## src/rtl/wb_strb_arbiter_pkg.sv

```systemverilog
// Shared types and helpers for the two-master pulsed-strobe Wishbone arbiter.
package wb_strb_arbiter_pkg;

  typedef enum logic {
    StIdle = 1'b0,
    StBus  = 1'b1
  } arb_state_e;

  // Round-robin pick: on a tie the master that was not granted last wins.
  function automatic logic pick_grant(input logic [1:0] pending, input logic last_grant);
    if (pending == 2'b11) begin
      return ~last_grant;
    end
    return pending[1];
  endfunction

endpackage

```

## src/rtl/wb_req_slot.sv

```systemverilog
// One-deep request capture for a pulsed-strobe master, with sticky overrun flag.
module wb_req_slot #(
  parameter int unsigned ADDR_W = 32,
  parameter int unsigned DATA_W = 16
) (
  input  logic                  clk,
  input  logic                  reset,
  input  logic                  cyc_i,
  input  logic                  we_i,
  input  logic [DATA_W/8-1:0]   sel_i,
  input  logic [ADDR_W-1:0]     adr_i,
  input  logic [DATA_W-1:0]     dat_i,
  input  logic                  retire_i,
  output logic                  pending_o,
  output logic                  we_o,
  output logic [DATA_W/8-1:0]   sel_o,
  output logic [ADDR_W-1:0]     adr_o,
  output logic [DATA_W-1:0]     dat_o,
  output logic                  ovf_o
);

  logic                pend_q, pend_d;
  logic                ovf_q, ovf_d;
  logic                we_q;
  logic [DATA_W/8-1:0] sel_q;
  logic [ADDR_W-1:0]   adr_q;
  logic [DATA_W-1:0]   dat_q;
  logic                accept;

  // A slot retiring this edge frees room for a strobe arriving on the same edge.
  assign accept = cyc_i && (!pend_q || retire_i);

  always_comb begin
    pend_d = pend_q;
    if (retire_i) pend_d = 1'b0;
    if (accept)   pend_d = 1'b1;
    ovf_d = ovf_q | (cyc_i & ~accept);
  end

  always_ff @(posedge clk) begin
    if (reset) begin
      pend_q <= 1'b0;
      ovf_q  <= 1'b0;
      we_q   <= 1'b0;
      sel_q  <= '0;
      adr_q  <= '0;
      dat_q  <= '0;
    end else begin
      pend_q <= pend_d;
      ovf_q  <= ovf_d;
      if (accept) begin
        we_q  <= we_i;
        sel_q <= sel_i;
        adr_q <= adr_i;
        dat_q <= dat_i;
      end
    end
  end

  assign pending_o = pend_q;
  assign ovf_o     = ovf_q;
  assign we_o      = we_q;
  assign sel_o     = sel_q;
  assign adr_o     = adr_q;
  assign dat_o     = dat_q;

endmodule

```

## src/rtl/wb_strb_arbiter.sv

```systemverilog
// Two-master round-robin arbiter turning one-cycle request pulses into held Wishbone cycles.
module wb_strb_arbiter
  import wb_strb_arbiter_pkg::*;
#(
  parameter int unsigned ADDR_W  = 32,
  parameter int unsigned DATA_W  = 16,
  parameter int unsigned TIMEOUT = 1024,
  parameter int unsigned TO_W    = 11
) (
  input  logic                clk,
  input  logic                reset,
  input  logic                m0_cyc_i,
  input  logic                m0_we_i,
  input  logic [DATA_W/8-1:0] m0_sel_i,
  input  logic [ADDR_W-1:0]   m0_adr_i,
  input  logic [DATA_W-1:0]   m0_dat_i,
  output logic [DATA_W-1:0]   m0_dat_o,
  output logic                m0_ack_o,
  output logic                m0_err_o,
  input  logic                m1_cyc_i,
  input  logic                m1_we_i,
  input  logic [DATA_W/8-1:0] m1_sel_i,
  input  logic [ADDR_W-1:0]   m1_adr_i,
  input  logic [DATA_W-1:0]   m1_dat_i,
  output logic [DATA_W-1:0]   m1_dat_o,
  output logic                m1_ack_o,
  output logic                m1_err_o,
  output logic                s_cyc_o,
  output logic                s_stb_o,
  output logic                s_we_o,
  output logic [DATA_W/8-1:0] s_sel_o,
  output logic [ADDR_W-1:0]   s_adr_o,
  output logic [DATA_W-1:0]   s_dat_o,
  input  logic [DATA_W-1:0]   s_dat_i,
  input  logic                s_ack_i,
  input  logic                s_err_i,
  output logic [1:0]          ovf_o,
  output logic                busy_o
);

  localparam int unsigned SelW = DATA_W / 8;
  localparam logic [TO_W-1:0] ToLast = TO_W'(TIMEOUT - 1);

  logic [1:0]        pend, retire, slot_we, slot_ovf;
  logic [SelW-1:0]   slot_sel [2];
  logic [ADDR_W-1:0] slot_adr [2];
  logic [DATA_W-1:0] slot_dat [2];

  wb_req_slot #(.ADDR_W(ADDR_W), .DATA_W(DATA_W)) u_slot0 (
    .clk      (clk),
    .reset    (reset),
    .cyc_i    (m0_cyc_i),
    .we_i     (m0_we_i),
    .sel_i    (m0_sel_i),
    .adr_i    (m0_adr_i),
    .dat_i    (m0_dat_i),
    .retire_i (retire[0]),
    .pending_o(pend[0]),
    .we_o     (slot_we[0]),
    .sel_o    (slot_sel[0]),
    .adr_o    (slot_adr[0]),
    .dat_o    (slot_dat[0]),
    .ovf_o    (slot_ovf[0])
  );

  wb_req_slot #(.ADDR_W(ADDR_W), .DATA_W(DATA_W)) u_slot1 (
    .clk      (clk),
    .reset    (reset),
    .cyc_i    (m1_cyc_i),
    .we_i     (m1_we_i),
    .sel_i    (m1_sel_i),
    .adr_i    (m1_adr_i),
    .dat_i    (m1_dat_i),
    .retire_i (retire[1]),
    .pending_o(pend[1]),
    .we_o     (slot_we[1]),
    .sel_o    (slot_sel[1]),
    .adr_o    (slot_adr[1]),
    .dat_o    (slot_dat[1]),
    .ovf_o    (slot_ovf[1])
  );

  arb_state_e        state_q, state_d;
  logic              last_q, last_d;  // also the active grant while in StBus
  logic [TO_W-1:0]   cnt_q, cnt_d;
  logic              s_cyc_q, s_cyc_d, s_we_q, s_we_d;
  logic [SelW-1:0]   s_sel_q, s_sel_d;
  logic [ADDR_W-1:0] s_adr_q, s_adr_d;
  logic [DATA_W-1:0] s_dat_q, s_dat_d;
  logic [1:0]        ack_q, ack_d, err_q, err_d;
  logic [DATA_W-1:0] rdat_q [2];
  logic [DATA_W-1:0] rdat_d [2];
  logic              gnt;

  always_comb begin
    state_d   = state_q;
    last_d    = last_q;
    cnt_d     = cnt_q;
    s_cyc_d   = s_cyc_q;
    s_we_d    = s_we_q;
    s_sel_d   = s_sel_q;
    s_adr_d   = s_adr_q;
    s_dat_d   = s_dat_q;
    ack_d     = '0;
    err_d     = '0;
    rdat_d[0] = rdat_q[0];
    rdat_d[1] = rdat_q[1];
    retire    = '0;
    gnt       = pick_grant(pend, last_q);
    unique case (state_q)
      StIdle: begin
        if (|pend) begin
          last_d  = gnt;
          s_cyc_d = 1'b1;
          s_we_d  = slot_we[gnt];
          s_sel_d = slot_sel[gnt];
          s_adr_d = slot_adr[gnt];
          s_dat_d = slot_dat[gnt];
          cnt_d   = '0;
          state_d = StBus;
        end
      end
      StBus: begin
        // err outranks a simultaneous ack and leaves the read data untouched
        if (s_err_i) begin
          s_cyc_d        = 1'b0;
          err_d[last_q]  = 1'b1;
          retire[last_q] = 1'b1;
          state_d        = StIdle;
        end else if (s_ack_i) begin
          s_cyc_d        = 1'b0;
          ack_d[last_q]  = 1'b1;
          rdat_d[last_q] = s_dat_i;
          retire[last_q] = 1'b1;
          state_d        = StIdle;
        end else if (TIMEOUT != 0 && cnt_q == ToLast) begin
          s_cyc_d        = 1'b0;
          err_d[last_q]  = 1'b1;
          retire[last_q] = 1'b1;
          state_d        = StIdle;
        end else begin
          cnt_d = cnt_q + TO_W'(1);
        end
      end
      default: state_d = StIdle;
    endcase
  end

  always_ff @(posedge clk) begin
    if (reset) begin
      state_q   <= StIdle;
      last_q    <= 1'b1;
      cnt_q     <= '0;
      s_cyc_q   <= 1'b0;
      s_we_q    <= 1'b0;
      s_sel_q   <= '0;
      s_adr_q   <= '0;
      s_dat_q   <= '0;
      ack_q     <= '0;
      err_q     <= '0;
      rdat_q[0] <= '0;
      rdat_q[1] <= '0;
    end else begin
      state_q   <= state_d;
      last_q    <= last_d;
      cnt_q     <= cnt_d;
      s_cyc_q   <= s_cyc_d;
      s_we_q    <= s_we_d;
      s_sel_q   <= s_sel_d;
      s_adr_q   <= s_adr_d;
      s_dat_q   <= s_dat_d;
      ack_q     <= ack_d;
      err_q     <= err_d;
      rdat_q[0] <= rdat_d[0];
      rdat_q[1] <= rdat_d[1];
    end
  end

  assign s_cyc_o  = s_cyc_q;
  assign s_stb_o  = s_cyc_q;
  assign s_we_o   = s_we_q;
  assign s_sel_o  = s_sel_q;
  assign s_adr_o  = s_adr_q;
  assign s_dat_o  = s_dat_q;
  assign m0_ack_o = ack_q[0];
  assign m1_ack_o = ack_q[1];
  assign m0_err_o = err_q[0];
  assign m1_err_o = err_q[1];
  assign m0_dat_o = rdat_q[0];
  assign m1_dat_o = rdat_q[1];
  assign ovf_o    = slot_ovf;
  assign busy_o   = (state_q == StBus) || (|pend);

endmodule

```

## config.mk

```make
export PLATFORM = sky130hd
export DESIGN_NAME = wb_strb_arbiter
export DESIGN_NICKNAME = d
export VERILOG_FILES = /design/src/rtl/wb_strb_arbiter_pkg.sv /design/src/rtl/wb_req_slot.sv /design/src/rtl/wb_strb_arbiter.sv
export SDC_FILE = /design/constraint.sdc
export NUM_CORES = 1
export LEC_CHECK = 0
export CAP_MARGIN = 20
export CORE_MARGIN = 5
export CORE_UTILIZATION = 50
export CTS_CLUSTER_SIZE = 25
export DETAILED_ROUTE_END_ITERATION = 16
export PLACE_DENSITY = 0.8
export RECOVER_POWER = 50
export SLEW_MARGIN = 10
export SYNTH_ARGS = -nofsm -noshare
export SYNTH_HDL_FRONTEND = slang
export SYNTH_SLANG_ARGS = --single-unit
```

## constraint.sdc

```tcl
create_clock -name clk -period 2.23 [get_ports clk]
set_clock_uncertainty 0.05 [all_clocks]
set_input_delay 0.223 -clock clk [delete_from_list [all_inputs] [get_ports clk]]
set_output_delay 0.223 -clock clk [all_outputs]
set_load 0.005 [all_outputs]
```

[Word level (Yosys, flattened, before mapping)]
Memory sizes are Yosys's and may differ from the RTL's.
Index checks and enable logic that the tools add are counted.
Storage, ports and cells
  memory bits (writable): 32
  bits of input ports: 124
  register bits: 175
  word-level logic and storage cells: 119
  memories: 1
  output and inout bits: 92
Memory list
  rdat_q: depth 2, bits a word 16, read ports 2, clocked after memory_dff 0, wr ports 2, line wb_strb_arbiter.sv:91  | logic [DATA_W-1:0] rdat_q [2];
Cells by class
  equality and inequality tests: 7
  add/sub/neg operators: 1
  order comparisons: 6
  bitwise logic cells: 13
  muxes and demuxes: 52
  reductions and logical operators: 17
Operator list (number)
  two-way mux 32 bit: 6
  two-way mux 16 bit: 6
  two-way mux 11 bit: 4
  bitwise mux 32 bit: 1
  case mux 11 bit (2 select lines): 1
  two-way mux 1 bit: 21
  two-way mux 2 bit: 9
  demux 16 bit (select 1 bit): 1
  adder 11 x 1 -> 11 bit, second input constant: 1
  equality test 11 x 10 -> 1 bit, second input constant: 1
  inequality test 2 bit, second input constant: 4
  NOT 1 bit: 5
  greater-or-equal comparator 2 bit, second input constant: 2
  logical AND 1 bit: 4
  < comparator 1 x 2 -> 1 bit, second input constant: 2
  inequality test 4 x 3 -> 1 bit, second input constant: 1
  NOT 1 -> 2 bit: 2
  OR 1 bit: 4
  case mux 1 bit (2 select lines): 2
  AND reduction 2 bit: 2
  AND reduction 4 bit: 1
  nonzero test 2 bit: 2
  OR reduction 2 bit: 2
  OR reduction 4 bit: 1
  7 further kinds: 11

[Depth between registers and ports, before layout]
  depth after elaboration: 13
  depth in mapped cells: 7
  gate-level depth less buffers: 5

[Cells and area by module]
Synthesis repeated with hierarchy kept, for this count alone.
Second synthesis, totals
  cell total of the unflattened synthesis: 932
  area, all modules: 9014.9 um^2
Modules (own cells, without submodules)
  wb_req_slot: cells an instance 229, area each 2404.8 um^2, instances 2, seq. area each 1061.0 um^2
  wb_strb_arbiter: cells an instance 474, area each 4205.3 um^2, instances 1, seq. area each 2021.9 um^2

[Worst setup path before layout]
OpenSTA, ideal clock, no wires.
  path kind: reg-to-reg
  start: reg cnt_q[0]
  end: reg u_slot1.adr_q[0], in the netlist u_slot1.adr_o[0]
  cell stages (with the launch flop): 8
  period minus slack after synthesis: 1994 ps
  setup time: 72 ps
  arrival: 1873 ps
  path buffers: 2
  path slack: 236 ps
  required time: 2108 ps
  cells stage by stage: dfxtp_1 -> ha_1 -> nand3_2 -> or4_4 -> a21boi_2 -> buf_6 -> buf_12 -> mux2i_1
Between the ends
  cells in the longest elaborated chain, start to end: 7
RTL lines
  start, declared: line wb_strb_arbiter.sv:85  | logic [TO_W-1:0] cnt_q, cnt_d;
  start signal, assigned: line wb_strb_arbiter.sv:166  | cnt_q <= cnt_d;
  equality test 11 x 10 -> 1 bit: line wb_strb_arbiter.sv:136  | end else if (TIMEOUT != 0 && cnt_q == ToLast) begin
  two-way mux 2 bit: line wb_strb_arbiter.sv:136
  two-way mux 2 bit: line wb_strb_arbiter.sv:130  | end else if (s_ack_i) begin
  two-way mux 2 bit: line wb_strb_arbiter.sv:125  | if (s_err_i) begin
  two-way mux 2 bit: line wb_strb_arbiter.sv:110  | unique case (state_q)
  logical OR 1 bit: line wb_req_slot.sv:31  | assign accept = cyc_i && (!pend_q || retire_i);
  logical AND 1 bit: line wb_req_slot.sv:31
  end signal, assigned: line wb_req_slot.sv:54  | adr_q <= adr_i;
  end, declared: line wb_req_slot.sv:26  | logic [ADDR_W-1:0] adr_q;
No other way between the ends.
A chain may end at the register's enable or synchronous reset.

[Worst setup path after layout]
  start: reg cnt_q[0]
  end: reg u_slot1.dat_q[12], in the netlist u_slot1.dat_o[12]
Between the ends
  cells in the longest elaborated chain, start to end: 7
RTL lines
  equality test 11 x 10 -> 1 bit: line wb_strb_arbiter.sv:136
  two-way mux 2 bit: line wb_strb_arbiter.sv:136
  two-way mux 2 bit: line wb_strb_arbiter.sv:130
  two-way mux 2 bit: line wb_strb_arbiter.sv:125
  two-way mux 2 bit: line wb_strb_arbiter.sv:110
  logical OR 1 bit: line wb_req_slot.sv:31
  logical AND 1 bit: line wb_req_slot.sv:31
  end signal, assigned: line wb_req_slot.sv:55  | dat_q <= dat_i;
  end, declared: line wb_req_slot.sv:27  | logic [DATA_W-1:0] dat_q;
No other way between the ends.

==> flow_summary_export.csv <==
group,metric,value,unit
outcome,status,"finished, final reports clean",
grt,grt_max_degree,109,
grt,overflow,0,
worst_setup_path,crit_buf_inv,1,
power,p_total,9070,uW
clock_tree,cts-root-buf,"clkbuf_16",
layout,seq_area,4144,sq um
power,ir_drop,527.2,uV
route,vias,6931,
clock_tree,cts-buffers-inserted,22,
yosys,syn_nets,1053,
clock_tree,cts.reportedPaths.clkPinSlew,0.06,ns
route,drt-initial-drc-count,286,
yosys,yosys_register_bits,207,
yosys,yosys.area_share.simple,0.2256,
layout,diodes,0,
clock_tree,clockBufferDepth,3,
layout,fill_cells,1415,
timing,fin_crit_sh,0.9585,
power,swShare,0.2378,
timing,hold_violations,0,
timing,relSlewSlack,0.3133,
yosys,synth.cell_area,9019,sq um
clock_tree,cts_tree,"yes",
timing,slew_viol_final,0,
timing,worst_slew_pin_slew,1.030,ns
layout,multiInputGateArea,4423,sq um
worst_setup_path,critPathSlowestCell,"or4_4",
layout,layout_commonest_cell,"dfxtp_1",
worst_setup_path,cp-end-kind,"flop",
yosys,synth_top_area_cell,"dfxtp_1",
power,combPwrFrac,0.146,
layout,syn_to_final_growth,33.24,%
grt,grt_usage,0.1944,
die,die_y,144.3,microns
layout,layout_common_cells,"dfxtp_1 (207), nand2b_1 (206), mux2i_1 (156)",
route,vias_per_cell,5.100,
clock_tree,h-tree-depth,1,
timing,finalSetupTns,0,ns
worst_setup_path,crit_arrival,2.49,ns
worst_setup_path,path_cells,"ha_1 -> nand3_2 -> or4_4 -> a21boi_4 -> buf_12 -> mux2i_1",
worst_setup_path,critical-path-max-stage-delay,0.56,ns
layout,nets,1239,
yosys,syn_avg_cell_area,9.718,sq um
power,p_clk_frac,0.402,
die,std_cell_rows,49,
yosys,synthFlopType,"dfxtp_1",
route,drc,0,
timing,hold_ws,0.1778,ns
grt,grt_pass1_vias,6919,
yosys,synth_top_family_by_area,"simple AND/OR/NAND/NOR gates",
worst_setup_path,path_delay_family,"simple AND/OR/NAND/NOR gates",
die,die_w,144.3,microns
layout,layout-drive-gt1-share,0.05929,
grt,antenna_found_initial,0,
grt,grt_pass1_wl,33.63,mm
clock_tree,post_cts_resized,0,
clock_tree,clk_latency,0.49,ns
power,leakagePower,0.004705,uW
yosys,synth_compound_area_frac,0.08532,
power,switching_power,2157,uW
yosys,yosysSeqAreaShare,0.4595,
yosys,synth-edff-count,0,
worst_setup_path,crit_fanout,20,
placed_design,portBuffers,215,
yosys,synth_fa_ha_area_frac,0.001387,
power,p_per_area,754.8,nW/um^2
placed_design,place_congestion,0.8444,
power,p_int,6913,uW
die,core,17840,sq um
yosys,synthArstFlopShare,0,
yosys,synth_xor_area_frac,0.001942,
die,ios,216,
timing,setup_viol,0,
worst_setup_path,cp_data_required_time,2.59,ns
die,initial_core_util,0.5055,
worst_hold_path,hp-class,"in2reg",
timing,rsz0062_at_grt,"false",
yosys,synth_area_leaders,"dfxtp_1 (46%), mux2i_1 (17%), nand2b_1 (14%), a211oi_1 (4.4%), nand2_1 (2.9%)",
flow_run,drv_cap,0,
route,dr.pass1.iters,5,
yosys,synth_mux_area_frac,0.1731,
yosys,synth_cells,928,
timing,fmax,467.8,MHz
yosys,yosys_warnings,0,
clock_tree,clock_sinks,207,
placed_design,dp_hpwl,14.55,mm
route,final_antenna_net_count,0,
timing,finalCriticalPeriod,2.137,ns
die,dieArea,20820,sq um
clock_tree,cts_hold_buf,0,
clock_tree,post_cts_buffers,0,
power,seq_power_share,0.452,
worst_setup_path,critPathKind,"reg2reg",
worst_setup_path,cp-start-kind,"flop",
yosys,synth_top_area_share,0.4595,
yosys,ys_types,44,
route,wl_per_cell,15.42,microns
route,routed_wl,20.95,mm
registers in the layout (all words and copies together) (netlist names), 11 cells and up:
name / flops
s_dat_o: 16
cnt_q: 11
u_slot1.dat_o: 16
u_slot0.adr_o: 32
u_slot0.dat_o: 16
rdat_q: 32
s_adr_o: 32
u_slot1.adr_o: 32
cells in the mapped netlist, types with 2 or more instances:
| library cell | n |
|---|---|
| dfxtp_1 | 207 |
| nand2b_1 | 206 |
| mux2i_1 | 156 |
| nand2_1 | 69 |
| nor2_1 | 66 |
| a211oi_1 | 53 |
| clkbuf_1 | 49 |
| a21oi_1 | 39 |
| buf_12 | 10 |
| buf_2 | 7 |
| a31oi_1 | 6 |
| and3_1 | 5 |
| and2_1 | 3 |
| buf_1 | 3 |
| buf_4 | 3 |
| nor4_1 | 3 |
| o21a_1 | 3 |
| or2_2 | 3 |
| or3_1 | 3 |
| a21boi_2 | 2 |
| buf_6 | 2 |
| o2111ai_1 | 2 |
| o21ai_0 | 2 |
| o21bai_1 | 2 |
| o31ai_1 | 2 |
| or3_2 | 2 |
| or4_4 | 2 |
| xnor2_1 | 2 |
cells by family after synthesis:
group           count (synthesis)
simple gates                  372
flops                         207
mux                           156
compound gates                115
buf+inv                        75
xor+xnor                        2
fa+ha+maj                       1
final timing paths:
path	to	cells past startpoint	slack, ns	startpoint
max	u_slot1.dat_o[12]$_SDFFE_PP0P_	6	0.09	cnt_q[0]$_SDFFE_PP0P_
min	u_slot1.pending_o$_SDFFE_PP0P_	2	0.18	reset
max reg2reg	u_slot1.dat_o[12]$_SDFFE_PP0P_	6	0.09	cnt_q[0]$_SDFFE_PP0P_
min reg2reg	cnt_q[10]$_SDFFE_PP0P_	2	0.40	cnt_q[10]$_SDFFE_PP0P_
power by group through the flow:
stage	Combinational [uW]	Sequential [uW]	Clock, uW
2_1_floorplan	770	4150	0
3_3_place_gp	1360	4180	0
3_5_place_dp	1380	4180	0
4_1_cts	1390	4100	3740
5_1_grt	1460	4130	3910
6_report	1330	4100	3640
per-layer routing:
metal | track usage | wire length (microns) | vias to the layer above
li1 | - | - | 3505
met1 | 0.2601 | 9354 | 3183
met4 | 0.04516 | 340 | 0
met5 | 0 | 0 | -
met3 | 0.04530 | 1684 | 27
met2 | 0.3207 | 9574 | 216
per-stage QoR:
| stage | area (sq um) | cells | util | setup slack (ns) |
|---|---|---|---|---|
| 2_1_floorplan | 9019 | 928 | - | 0.2356 |
| 3_3_place_gp | 11300 | 1319 | 0.6333 | 0.1840 |
| 3_5_place_dp | 11300 | 1319 | 0.6333 | 0.1148 |
| 4_1_cts | 12040 | 1359 | 0.6746 | 0.08149 |
| 5_1_grt | 12020 | 1359 | 0.6735 | 0.02614 |
| 6_report | 12020 | 1359 | 0.6735 | 0.09250 |
worst reg2reg max path, delay by kind of cell, from the launching register on:
| family | cells | cell delay [ns] |
|---|---|---|
| muxes | 1 | 0.24 |
| and+or+nand+nor | 2 | 0.67 |
| adders and majority gates | 1 | 0.23 |
| buffers and inverters | 1 | 0.23 |
| DFF | 1 | 0.36 |
| AOI/OAI and AO/OA | 1 | 0.28 |
final cells by class:
| type | instances | share of cell area |
|---|---|---|
| multi-input cells | 646 | 0.3681 |
| flip-flops and latches | 207 | 0.3449 |
| repair buffers | 236 | 0.2016 |
| clock buffers | 35 | 0.05664 |
| well taps | 229 | 0.02384 |
| clock inverters | 5 | 0.004686 |
| inverters | 1 | 0.0003124 |
No activity file was read; power rests on OpenSTA's default activity.
